## config.mk

```make
export PLATFORM = sky130hd
export DESIGN_NAME = key_debounce
export DESIGN_NICKNAME = d
export VERILOG_FILES = /design/src/rtl/key_debounce_pkg.sv /design/src/rtl/key_debounce_ch.sv /design/src/rtl/key_debounce.sv
export SDC_FILE = /design/constraint.sdc
export NUM_CORES = 1
export LEC_CHECK = 0
export CAP_MARGIN = 10
export CORE_MARGIN = 4
export CORE_UTILIZATION = 46
export DETAILED_ROUTE_END_ITERATION = 12
export GPL_TIMING_DRIVEN = 0
export SYNTH_ARGS = -nofsm -noshare
export SYNTH_HDL_FRONTEND = slang
export SYNTH_SLANG_ARGS = --single-unit
```

## constraint.sdc

```tcl
create_clock -name CLK -period 2.3 [get_ports CLK]
set_input_delay 0.23 -clock CLK [delete_from_list [all_inputs] [get_ports CLK]]
set_output_delay 0.23 -clock CLK [all_outputs]
set_load 0.05 [all_outputs]
```

## src/rtl/key_debounce_pkg.sv

```systemverilog
// Shared types and elaboration-time helpers for the key debounce block.
package key_debounce_pkg;

  // Per-channel debounce state
  typedef enum logic [1:0] {
    StIdle,
    StPressWait,
    StHeld,
    StReleaseWait
  } key_state_e;

  // Converts a duration in milliseconds into clock cycles
  function automatic int unsigned ms_to_cycles(input int unsigned clk_freq_hz,
                                               input int unsigned ms);
    return clk_freq_hz / 1000 * ms;
  endfunction

  // Bits needed for a counter that must hold max_count itself; never narrower than 1
  function automatic int unsigned cnt_width(input int unsigned max_count);
    return (max_count == 0) ? 1 : $clog2(max_count + 1);
  endfunction

endpackage

```

## src/rtl/key_debounce_ch.sv

```systemverilog
// One debounce channel: 2-flop synchroniser, polarity normalisation, debounce FSM and,
// when KEY_LONGPRESS_EN is defined, a long-press counter. Without the macro key_long_o is 0.
module key_debounce_ch
  import key_debounce_pkg::*;
#(
  parameter int unsigned DEB_CNT    = 4,
`ifdef KEY_LONGPRESS_EN
  parameter int unsigned LONG_CNT   = 10,
`endif
  parameter bit          ACTIVE_LOW = 1'b1
) (
  input  logic clk_i,
  input  logic rst_ni,
  input  logic key_raw_i,
  output logic key_level_o,
  output logic key_press_o,
  output logic key_release_o,
  output logic key_long_o
);

  localparam int unsigned DebW = cnt_width(DEB_CNT);
  localparam logic [DebW-1:0] DebMax = DebW'(DEB_CNT);
  // Raw level meaning "released"; the synchroniser resets to it so reset looks idle
  localparam logic RawReleased = ACTIVE_LOW;

  logic [1:0]      sync_q;
  logic            pressed;
  key_state_e      state_q;
  logic [DebW-1:0] cnt_q;
  logic            level_q;
  logic            press_q;
  logic            release_q;

  // Two-flop synchroniser for the asynchronous raw level
  always_ff @(posedge clk_i or negedge rst_ni) begin
    if (!rst_ni) begin
      sync_q <= {2{RawReleased}};
    end else begin
      sync_q <= {sync_q[0], key_raw_i};
    end
  end

  // 1 = pressed, regardless of board polarity
  assign pressed = sync_q[1] ^ RawReleased;

  // Debounce FSM with registered level and single-cycle event pulses
  always_ff @(posedge clk_i or negedge rst_ni) begin
    if (!rst_ni) begin
      state_q   <= StIdle;
      cnt_q     <= '0;
      level_q   <= 1'b0;
      press_q   <= 1'b0;
      release_q <= 1'b0;
    end else begin
      press_q   <= 1'b0;
      release_q <= 1'b0;
      case (state_q)
        StIdle: begin
          if (pressed) begin
            state_q <= StPressWait;
            cnt_q   <= '0;
          end
        end
        StPressWait: begin
          if (!pressed) begin
            // Bounce: back to released, no event
            state_q <= StIdle;
            cnt_q   <= '0;
          end else if (cnt_q == DebMax) begin
            state_q <= StHeld;
            cnt_q   <= '0;
            level_q <= 1'b1;
            press_q <= 1'b1;
          end else begin
            cnt_q <= cnt_q + DebW'(1);
          end
        end
        StHeld: begin
          if (!pressed) begin
            state_q <= StReleaseWait;
            cnt_q   <= '0;
          end
        end
        StReleaseWait: begin
          if (pressed) begin
            // Bounce: back to held, no event
            state_q <= StHeld;
            cnt_q   <= '0;
          end else if (cnt_q == DebMax) begin
            state_q   <= StIdle;
            cnt_q     <= '0;
            level_q   <= 1'b0;
            release_q <= 1'b1;
          end else begin
            cnt_q <= cnt_q + DebW'(1);
          end
        end
        default: begin
          state_q <= StIdle;
          cnt_q   <= '0;
        end
      endcase
    end
  end

  assign key_level_o   = level_q;
  assign key_press_o   = press_q;
  assign key_release_o = release_q;

`ifdef KEY_LONGPRESS_EN
  localparam int unsigned LongW = cnt_width(LONG_CNT);
  localparam logic [LongW-1:0] LongMax = LongW'(LONG_CNT);
  localparam logic [LongW-1:0] LongPre = LongW'(LONG_CNT - 1);

  logic [LongW-1:0] long_cnt_q;
  logic             long_q;

  // Long-press timer: counts held cycles from the press pulse, saturates, pulses once
  always_ff @(posedge clk_i or negedge rst_ni) begin
    if (!rst_ni) begin
      long_cnt_q <= '0;
      long_q     <= 1'b0;
    end else begin
      long_q <= 1'b0;
      if (state_q == StHeld && pressed) begin
        if (long_cnt_q != LongMax) begin
          long_cnt_q <= long_cnt_q + LongW'(1);
          long_q     <= (long_cnt_q == LongPre);
        end
      end else begin
        long_cnt_q <= '0;
      end
    end
  end

  assign key_long_o = long_q;
`else
  assign key_long_o = 1'b0;
`endif

endmodule

```

## src/rtl/key_debounce.sv

```systemverilog
// Key/switch input conditioning: per-channel synchronise, debounce, press/release pulses.
// Optional long-press pulse built only when KEY_LONGPRESS_EN is defined.
module key_debounce
  import key_debounce_pkg::*;
#(
  parameter int unsigned N_KEYS      = 5,
  parameter int unsigned CLK_FREQ_HZ = 50_000_000,
  parameter int unsigned DEBOUNCE_MS = 20,
  parameter int unsigned LONG_MS     = 1000,
  parameter int unsigned ACTIVE_LOW  = 1
) (
  input  logic              CLK,
  input  logic              RSTn,
  input  logic [N_KEYS-1:0] Key_Raw,
  output logic [N_KEYS-1:0] Key_Level,
  output logic [N_KEYS-1:0] Key_Press,
  output logic [N_KEYS-1:0] Key_Release,
  output logic [N_KEYS-1:0] Key_Long
);

  localparam int unsigned DebCnt = ms_to_cycles(CLK_FREQ_HZ, DEBOUNCE_MS);
`ifdef KEY_LONGPRESS_EN
  localparam int unsigned LongCnt = ms_to_cycles(CLK_FREQ_HZ, LONG_MS);
`endif

  for (genvar i = 0; i < N_KEYS; i++) begin : g_ch
    key_debounce_ch #(
      .DEB_CNT    (DebCnt),
`ifdef KEY_LONGPRESS_EN
      .LONG_CNT   (LongCnt),
`endif
      .ACTIVE_LOW (ACTIVE_LOW != 0)
    ) u_ch (
      .clk_i         (CLK),
      .rst_ni        (RSTn),
      .key_raw_i     (Key_Raw[i]),
      .key_level_o   (Key_Level[i]),
      .key_press_o   (Key_Press[i]),
      .key_release_o (Key_Release[i]),
      .key_long_o    (Key_Long[i])
    );
  end

endmodule

```

==> impl_metrics.toml, run 1 <==
[run_status]
status = "completed"

[setup_path]
rr_worst_depth = 8
ff2ff_setup_slack_ns = 0.15
cp-start-kind = "register"
rr_startpoint = "g_ch[1].u_ch.cnt_q[0]"
critical_path_class = "reg -> reg"
cp-end-kind = "register"
crit_path_max_fanout = 6
cp.arrival_ns = 2.46
timing.rr.end = "g_ch[1].u_ch.cnt_q[14]"
crit_required_ns = 2.61

[power]
p_leak_nw = 3.54
peakVddDrop_uv = 563
fin_total_pwr_mw = 5.66
p_per_area_nw_per_um2 = 675

[grt]
grt_antenna_before_repair = 0
grt_pass1_vias = 5851
grtUsageTotal_pct = 19.1
grt_pass1_wl_um = 28200
grt_max_degree = 71
gr-total-overflow = 0

[yosys]
ys_async_sr_fraction_pct = 100
synth_edf_count = 0
synth_area_um2 = 7230
ys_warn_count = 0
synth_flop_cell = "dfrtp_1"
synth_cell_types = 62
synth_seq_cells = 135
synthCells = 803
synth.yosys.seq_area_share_pct = 46.9
syn_avg_cell_area_um2 = 9.01

[finish]
insertedDiodeCount = 0
finalNetCount = 866
final_cell_mix = "124 x dfrtp_1, 94 x nand2_1, 70 x a31oi_1"
area.growth.synth_to_final_pct = 15.8
stdcell_area_um2 = 8380
final_core_util_pct = 54.7
final_cells = 1073
drive_above_1_share_pct = 12.2
layout_commonest_cell = "dfrtp_1"
num-fill-cells = 1406

[clock_tree]
cts_max_level = 4
root_buffer = "clkbuf_16"
tritoncts = "done"
clockBufferDepth = 2
clk_latency_ns = 0.43
cts_buffers = 17
clkSinkCount = 135
clk_pin_slew_ns = 0.06

[die]
dieArea_um2 = 17800
io_pins = 27
fp-row-count = 45
start_util_pct = 47.2
die_x_um = 133
fp.coreArea_um2 = 15300
fp.dieH_um = 133

[timing]
drv_slew = 0
worst_hold_slack_ns = 0.204
setup_viol = 0
fin_setup_tns_ns = 0
fin_skew_ns = 0.00846
grt_setup_unrepaired = "true"
worst_slack_ns = 0.149
max_clock_freq_ghz = 0.465
slew_headroom_pct = 54.8
worst_slew_pin_slew_ns = 0.675
fin_crit_sh_pct = 93.5
min_period_ns = 2.15
final_hold_viol_count = 0

[route]
wl_per_cell_um = 15.1
drtIter0Drc = 495
viasPerCell = 5.81
drc_errors = 0
routed-via-count = 6234
ant_nets = 0
drt_wl_total_um = 16200
dr.pass1.iters = 6

[placement]
io_buffer_count = 21
place_area_um2 = 7750
gp_congestion = 0.866
hpwlAfterDp_um = 10900
place_inst = 1040
dpl_worst_slack_ns = 0.0878

[hold_path]
hp-class = "in -> reg"
hold_path.startpoint = "Key_Raw[1]"
worstHoldPathCells = 1
holdPathEnd = "g_ch[1].u_ch.sync_q[0]"

[flow_run]
drv_cap = 0
[routing by layer]
metal  GRT usage, %  routed length [µm]
met3           4.46                 789
met2           29.2                7400
met1           26.7                7780
met5              0                   0
met4           6.69                 261
[worst max-delay path, cell delays in order (launching register included)]
cell and delay [ns]:
dfrtp_2 0.43, inv_1 0.06, ha_1 0.15, nor4bb_2 0.27, nand4_1 0.16, buf_4 0.17
o211ai_1 0.44, a21oi_1 0.13, a31o_2 0.23
[report_power, final]
group | leakage, nW | internal (mW) | switching, mW | total (mW)
Clock | 0.296 | 1.65 | 0.986 | 2.63
Combinational | 1.41 | 0.153 | 0.336 | 0.489
Sequential | 1.83 | 2.45 | 0.0840 | 2.53
Total | 3.54 | 4.25 | 1.41 | 5.66
[synthesized netlist by cell type, types with 5 or more instances]
| master | n | share of area, % |
|---|---|---|
| o21ai_0 | 50 | 3.5 |
| inv_1 | 37 | 1.9 |
| a41oi_1 | 12 | 1.5 |
| dfrtp_1 | 125 | 43 |
| nor3_1 | 17 | 1.2 |
| a22o_1 | 7 | 0.85 |
| ha_1 | 10 | 1.7 |
| nor4b_1 | 10 | 1.2 |
| clkbuf_1 | 18 | 0.93 |
| mux2i_1 | 7 | 0.97 |
| and4_1 | 5 | 0.61 |
| nor2_1 | 41 | 2.1 |
| or3_1 | 6 | 0.52 |
| xnor2_1 | 8 | 0.97 |
| and3_1 | 21 | 1.8 |
| or2_2 | 7 | 0.61 |
| nand2b_1 | 13 | 1.1 |
| buf_2 | 16 | 1.1 |
| nand3_1 | 38 | 2.6 |
| nand2_1 | 94 | 4.9 |
| a31oi_1 | 70 | 6.1 |
| a21o_1 | 5 | 0.52 |
| nor4_1 | 17 | 1.5 |
| dfstp_2 | 10 | 3.6 |
| nand4_1 | 25 | 2.2 |
| buf_4 | 21 | 2.2 |
| a21oi_1 | 54 | 3.7 |
[worst max path at each step]
stage                             end  cells after the start                   from  slack [ns]
3_3_place_gp                async pin                      1                   RSTn       -4.46
4_1_cts         g_ch[4].u_ch.cnt_q[8]                      9  g_ch[4].u_ch.cnt_q[0]        0.07
3_5_place_dp    g_ch[4].u_ch.cnt_q[8]                      9  g_ch[4].u_ch.cnt_q[0]        0.09
2_1_floorplan  g_ch[1].u_ch.cnt_q[14]                      8  g_ch[1].u_ch.cnt_q[0]        0.42
5_1_grt        g_ch[1].u_ch.cnt_q[14]                      8  g_ch[1].u_ch.cnt_q[0]       -0.01
6_report       g_ch[1].u_ch.cnt_q[14]                      8  g_ch[1].u_ch.cnt_q[0]        0.15
[sequential cells by signal (all words and copies together) (netlist names), named ones only]
| signal | cells |
|---|---|
| g_ch.u_ch.cnt_q | 100 |
| g_ch.u_ch.state_q | 5 |
| g_ch.u_ch.key_press_o | 5 |
| g_ch.u_ch.key_release_o | 5 |
| g_ch.u_ch.key_level_o | 5 |
| g_ch.u_ch.sync_q | 10 |
[repair_timing]
action | 4_1_cts | 5_1_grt
gates resized for setup | 0 | 9
setup endpoints to repair | 0 | 44
setup buffers | 0 | 1
hold buffers | 1 | 0
endpoints found under the hold margin | 65 | 0
[kinds of logic (layout without fill, tap and decap cells)]
group                      after synthesis  after routing  share of synthesized area (%)
and+or+nand+nor                        318            318                           23.4
AOI/OAI and AO/OA                      223            223                           18.8
DFF                                    135            135                           46.9
buffers and inverters                   98            153                           6.76
adders and majority gates               10             10                           1.73
xor gates and xnor gates                10             10                           1.21
muxes                                    8              8                           1.12
other                                    1              5                         0.0519
[cell type report]
| type | instances | area, µm² | area share [%] |
|---|---|---|---|
| inverters | 37 | 139 | 1.66 |
| repair buffers | 24 | 256 | 3.06 |
| well taps | 211 | 264 | 3.15 |
| clock inverters | 8 | 68.8 | 0.822 |
| plain buffers | 60 | 352 | 4.20 |
| multi-input cells | 574 | 3390 | 40.5 |
| clock buffers | 24 | 512 | 6.11 |
| flip-flops and latches | 135 | 3390 | 40.5 |
No activity file was read; power rests on OpenSTA's default activity.
==> run 2, diff against run 1 <==
--- a/config.mk
+++ b/config.mk
@@ -6,10 +6,13 @@
 export NUM_CORES = 1
 export LEC_CHECK = 0
 export CAP_MARGIN = 10
+export CORE_ASPECT_RATIO = 1.2
 export CORE_MARGIN = 4
 export CORE_UTILIZATION = 46
+export CTS_CLUSTER_DIAMETER = 150
 export DETAILED_ROUTE_END_ITERATION = 12
 export GPL_TIMING_DRIVEN = 0
+export SLEW_MARGIN = 20
 export SYNTH_ARGS = -nofsm -noshare
 export SYNTH_HDL_FRONTEND = slang
 export SYNTH_SLANG_ARGS = --single-unit
==> run 2 against run 1 <==
Worst setup slack worse by 0.055 ns. Cell area hardly changed. Sequential power barely moved.
==> impl_metrics.toml, run 2 (synthesized netlist as in run 1, its figures left out) <==
[grt]
grt_max_degree = 72
grtUsageTotal_pct = 18.9
grt_pass1_vias = 6030
grt_pass1_wl_um = 27900
gr-total-overflow = 0
grt_antenna_before_repair = 0

[setup_path]
critical_path.top_delay_family = "simple AND/OR/NAND/NOR gates"
crit_buf_inv = 3
path_common_cell = "clkbuf_4"
rr_startpoint = "g_ch[3].u_ch.cnt_q[1]"
crit_start = "g_ch[3].u_ch.cnt_q[1]"
critical_path_class = "reg -> reg"
cp.depth = 9
crit_required_ns = 2.60
cp-start-kind = "register"
timing.rr.end = "g_ch[3].u_ch.cnt_q[18]"
cp-end-kind = "register"
rr_worst_depth = 9
max_stage_delay_ns = 0.43
cpMaxStageDelayCell = "dfrtp_1"
ff2ff_setup_slack_ns = 0.09
cp.arrival_ns = 2.51
crit_end = "g_ch[3].u_ch.cnt_q[18]"
worstPathCellList = "inv_1, ha_1, nor4bb_1, and3_1, a21oi_2, clkbuf_4, clkbuf_4, a32oi_1, nand2_1"
crit_path_max_fanout = 10

[die]
dieArea_um2 = 17800
io_pins = 27
fp.dieH_um = 145
fp.coreArea_um2 = 15200
fp-row-count = 49
start_util_pct = 47.6
die_x_um = 122

[power]
switching_share_pct = 24.5
fin_total_pwr_mw = 5.63
intPower_mw = 4.25
p_leak_nw = 3.53
pwr-share-seq_pct = 45.0
switchingPower_mw = 1.38
peakVddDrop_uv = 530
combPwrFrac_pct = 8.7
p_per_area_nw_per_um2 = 673
clkPwrFrac_pct = 46.2

[timing]
max_clock_freq_ghz = 0.453
fin_skew_ns = 0.0118
slew_headroom_pct = 52.5
fin_crit_sh_pct = 95.9
setup_viol = 0
drv_slew = 0
worst_slew_pin_slew_ns = 0.709
min_period_ns = 2.21
final_hold_viol_count = 0

[clock_tree]
root_buffer = "clkbuf_16"
clockBufferDepth = 2
clkSinkCount = 135
clk_pin_slew_ns = 0.06
cts_buffers = 17
tritoncts = "done"
cts_max_level = 4
clk_latency_ns = 0.42

[flow_run]
drv_cap = 0

[finish]
finalNetCount = 869
stdcell_area_um2 = 8370
largest_reg_flops = 100
top_register = "g_ch.u_ch.cnt_q"
insertedDiodeCount = 0
final_cell_mix = "125 x dfrtp_1, 94 x nand2_1, 70 x a31oi_1"
drive_above_1_share_pct = 11.6
layout_commonest_cell = "dfrtp_1"
area.growth.synth_to_final_pct = 15.7
num-fill-cells = 1398
reg_top3 = "g_ch.u_ch.cnt_q (100), g_ch.u_ch.sync_q (10)"

[route]
routed-via-count = 6276
drc_errors = 0
drtIter0Drc = 496
ant_nets = 0
wl_per_cell_um = 15.3
drt_wl_total_um = 16300
viasPerCell = 5.87
dr.pass1.iters = 6

[hold_path]
hp-class = "in -> reg"

[placement]
hpwlAfterDp_um = 10900
io_buffer_count = 21
place_area_um2 = 7740
gp_congestion = 0.885

[run_status]
status = "completed"
==> run 2: cell type report <==
type | instances | area, µm² | area share [%]
flip-flops and latches | 135 | 3390 | 40.5
well taps | 204 | 255 | 3.05
clock buffers | 27 | 483 | 5.77
repair buffers | 26 | 275 | 3.29
inverters | 37 | 139 | 1.66
multi-input cells | 574 | 3400 | 40.6
clock inverters | 5 | 75.1 | 0.897
plain buffers | 61 | 355 | 4.25
==> run 2: per-layer routing <==
metal	up-vias	share of wire (%)	GRT usage, %
li1	3035	-	-
met1	3092	45	24.4
met2	127	51	30.9
met3	22	3.2	4.55
met4	0	1.1	6.83
met5	-	0	0
==> run 2: worst register-to-register path, cell delays in order (launching register included) <==
cell      delay (ns)
dfrtp_1         0.43
inv_1           0.12
ha_1            0.15
nor4bb_1        0.32
and3_1          0.28
a21oi_2         0.10
clkbuf_4        0.20
clkbuf_4        0.21
a32oi_1         0.20
nand2_1         0.07
==> run 2: how the worst min path moves through the flow <==
stage	startpoint	to	slack, ns	cells past startpoint
2_1_floorplan	RSTn	async pin	-0.07	0
3_3_place_gp	g_ch[1].u_ch.sync_q[0]	g_ch[1].u_ch.sync_q[1]	0.35	0
3_5_place_dp	RSTn	g_ch[2].u_ch.cnt_q[6]	0.21	1
4_1_cts	Key_Raw[3]	g_ch[3].u_ch.sync_q[0]	0.20	1
5_1_grt	Key_Raw[1]	g_ch[1].u_ch.sync_q[0]	0.20	1
6_report	Key_Raw[0]	g_ch[0].u_ch.sync_q[0]	0.22	1
==> run 2: repair_timing <==
| action | 4_1_cts | 5_1_grt |
|---|---|---|
| setup endpoints to repair | 0 | 58 |
| hold endpoints to repair | 58 | 0 |
| resized for setup | 0 | 8 |
| hold buffers | 1 | 0 |
| setup buffers | 0 | 3 |
==> run 2: power groups by stage <==
stage | Clock [mW] | Sequential, mW | Combinational [mW]
floorplan | 0 | 2.55 | 0.320
detailed placement | 0 | 2.57 | 0.489
finish | 2.60 | 2.54 | 0.491
global route | 2.79 | 2.54 | 0.558
CTS | 2.67 | 2.53 | 0.491
global placement | 0 | 2.57 | 0.468
==> run 2: through the flow <==
step | std cells | setup TNS (ns) | worst slack [ns] | utilization, % | hold WS, ns
final | 1069 | 0 | 0.0944 | 55.1 | 0.219
after global routing | 1069 | -0.00429 | -0.00286 | 55.1 | 0.202
after CTS | 1066 | 0 | 0.00233 | 54.7 | 0.203
after detailed placement | 1033 | 0 | 0.00676 | 50.9 | 0.208
after global placement | 1032 | -580.10 | -4.43 | 50.7 | 0.346
after floorplan | 807 | 0 | 0.420 | - | -0.0656
==> run 3, diff against run 2 <==
--- a/config.mk
+++ b/config.mk
@@ -5,7 +5,6 @@
 export SDC_FILE = /design/constraint.sdc
 export NUM_CORES = 1
 export LEC_CHECK = 0
-export CAP_MARGIN = 10
 export CORE_ASPECT_RATIO = 1.2
 export CORE_MARGIN = 4
 export CORE_UTILIZATION = 46
==> constraint.sdc (replaced) <==
create_clock -name CLK -period 2.1 [get_ports CLK]
set_input_delay 0.21 -clock CLK [delete_from_list [all_inputs] [get_ports CLK]]
set_output_delay 0.21 -clock CLK [all_outputs]
set_load 0.05 [all_outputs]
==> run 3 against run 2 <==
Clock-buffer cell count did not move. Clock skew fell by 0.0020 ns. Wire length rose by 1.2%. Core utilization rose by 1.1 points. Power rose by 10%. Worst setup slack got worse by 0.033 ns. Critical path depth did not move. Cell area rose by 2.0%. Sequential cell count did not move. Sequential power rose by 9.4%. First-iteration DRC count rose by 1.2%. Die area did not move. Critical endpoint unchanged. Largest power group unchanged.
==> impl_metrics.toml, run 3 (synthesized netlist as in run 1, its figures left out) <==
[timing]
worst_slew_pin_slew_ns = 0.723
setup_viol = 0
final_hold_viol_count = 0
min_period_ns = 2.04
fin_crit_sh_pct = 97.1
worst_hold_slack_ns = 0.192
fin_skew_ns = 0.00977
drv_slew = 0
worst_slack_ns = 0.0612
slew_headroom_pct = 51.6
max_clock_freq_ghz = 0.490

[route]
routed-via-count = 6217
viasPerCell = 5.81
wl_per_cell_um = 15.4
drc_errors = 0
dr.pass1.iters = 5
ant_nets = 0
drt_wl_total_um = 16500
drtIter0Drc = 502

[grt]
grt_antenna_before_repair = 0
gr-total-overflow = 0
grt_max_degree = 72
grtUsageTotal_pct = 19.1
grt_pass1_wl_um = 28100
grt_pass1_vias = 6042

[clock_tree]
tritoncts = "done"
clk_latency_ns = 0.42
cts_max_level = 4
root_buffer = "clkbuf_16"
clk_pin_slew_ns = 0.06
clockBufferDepth = 2
cts_buffers = 17
clkSinkCount = 135

[die]
fp.dieH_um = 145
dieArea_um2 = 17800
io_pins = 27
start_util_pct = 47.6
fp.coreArea_um2 = 15200
die_x_um = 122
fp-row-count = 49

[setup_path]
critical_path_class = "reg -> reg"
cp.arrival_ns = 2.35
crit_path_max_fanout = 10
crit_required_ns = 2.41
cp-end-kind = "register"
cp-start-kind = "register"

[power]
p_per_area_nw_per_um2 = 727
peakVddDrop_uv = 598
fin_total_pwr_mw = 6.20
p_leak_nw = 3.59

[run_status]
status = "completed"

[hold_path]
hp-class = "in -> reg"

[finish]
layout_commonest_cell = "dfrtp_1"
top_register = "g_ch.u_ch.cnt_q"
final_cell_mix = "123 x dfrtp_1, 94 x nand2_1, 70 x a31oi_1"
reg_top3 = "g_ch.u_ch.cnt_q (100), g_ch.u_ch.sync_q (10)"
stdcell_area_um2 = 8540
drive_above_1_share_pct = 13.7
largest_reg_flops = 100
area.growth.synth_to_final_pct = 18.1
finalNetCount = 870
insertedDiodeCount = 0

[flow_run]
drv_cap = 0

[placement]
dpl_worst_slack_ns = -0.193
gp_congestion = 0.885
io_buffer_count = 21
hpwlAfterDp_um = 10900
place_area_um2 = 7740
[run 3: cell types whose count changed in the layout (fill, tap and decap cells not counted), moves of 2 or more]
cell      previous run  this run
a21oi_2              4         2
a21oi_4              0         3
nor3_1              17        15
nor4bb_4             0         2
nor4_4               1         3
clkbuf_2             0         2
dfrtp_1            125       123
buf_2               14        10
nor3_2               1         3
buf_4               24        30
buf_6                3         5
clkbuf_1            26        21
dfrtp_2              0         2
nor4_1              15        12
[run 3: report_power, final]
group / internal, mW / total (mW) / switching, mW
clock: 1.80 / 2.87 / 1.06
sequential: 2.68 / 2.78 / 0.0990
combinational: 0.185 / 0.556 / 0.372
total: 4.67 / 6.20 / 1.53
[run 3: final timing paths]
kind / end / slack, ns / cells past startpoint / from
min in group asynchronous: g_ch[2].u_ch.cnt_q[6] / 0.32 / 2 / RSTn
worst max-delay path: g_ch[3].u_ch.cnt_q[18] / 0.06 / 9 / g_ch[3].u_ch.cnt_q[1]
worst min register to register: g_ch[0].u_ch.sync_q[1] / 0.36 / 0 / g_ch[0].u_ch.sync_q[0]
worst min-delay path: g_ch[1].u_ch.sync_q[0] / 0.19 / 1 / Key_Raw[1]
worst max register to register: g_ch[3].u_ch.cnt_q[18] / 0.06 / 9 / g_ch[3].u_ch.cnt_q[1]
max in group asynchronous: g_ch[2].u_ch.sync_q[1] / 1.04 / 3 / RSTn
[run 3: layout make-up]
type | count | area (µm²)
buffer | 57 | 357
clock inverter | 5 | 75.1
sequential | 135 | 3390
timing repair buffer | 31 | 313
tap | 204 | 255
clock buffer | 27 | 483
multi-input combinational | 574 | 3520
fill | 1374 | 6670
inverter | 37 | 139
[run 3: repair_timing]
| item | in CTS | in global routing |
|---|---|---|
| pin swaps | 3 | 7 |
| setup endpoints to repair | 62 | 79 |
| hold buffers | 1 | 0 |
| hold endpoints to repair | 58 | 0 |
| setup buffers | 4 | 4 |
| gates resized for setup | 8 | 32 |
[run 3: metrics by stage]
stage | std cells | utilization [%] | TNS [ns]
floorplan | 807 | - | 0
global placement | 1032 | 50.7 | -607.59
detailed placement | 1033 | 50.9 | -5.72
CTS | 1068 | 55.0 | 0
global route | 1070 | 56.2 | -0.0115
finish | 1070 | 56.2 | 0
[run 3: critical path, stage by stage (launching register included)]
cell and delay (ns):
dfrtp_1 0.43, inv_1 0.11, ha_1 0.15, nor4bb_4 0.29, and3_4 0.26, a21oi_4 0.08
buf_6 0.15, buf_4 0.18, a32oi_1 0.20, nand2_1 0.07
[run 3: per-layer routing]
metal  wire (µm)  up-vias  global-route usage [%]
met3         559       23                    4.59
met2        8360      104                    31.4
li1            -     3026                       -
met1        7380     3064                    24.4
met5           0        -                       0
met4         231        0                    6.72
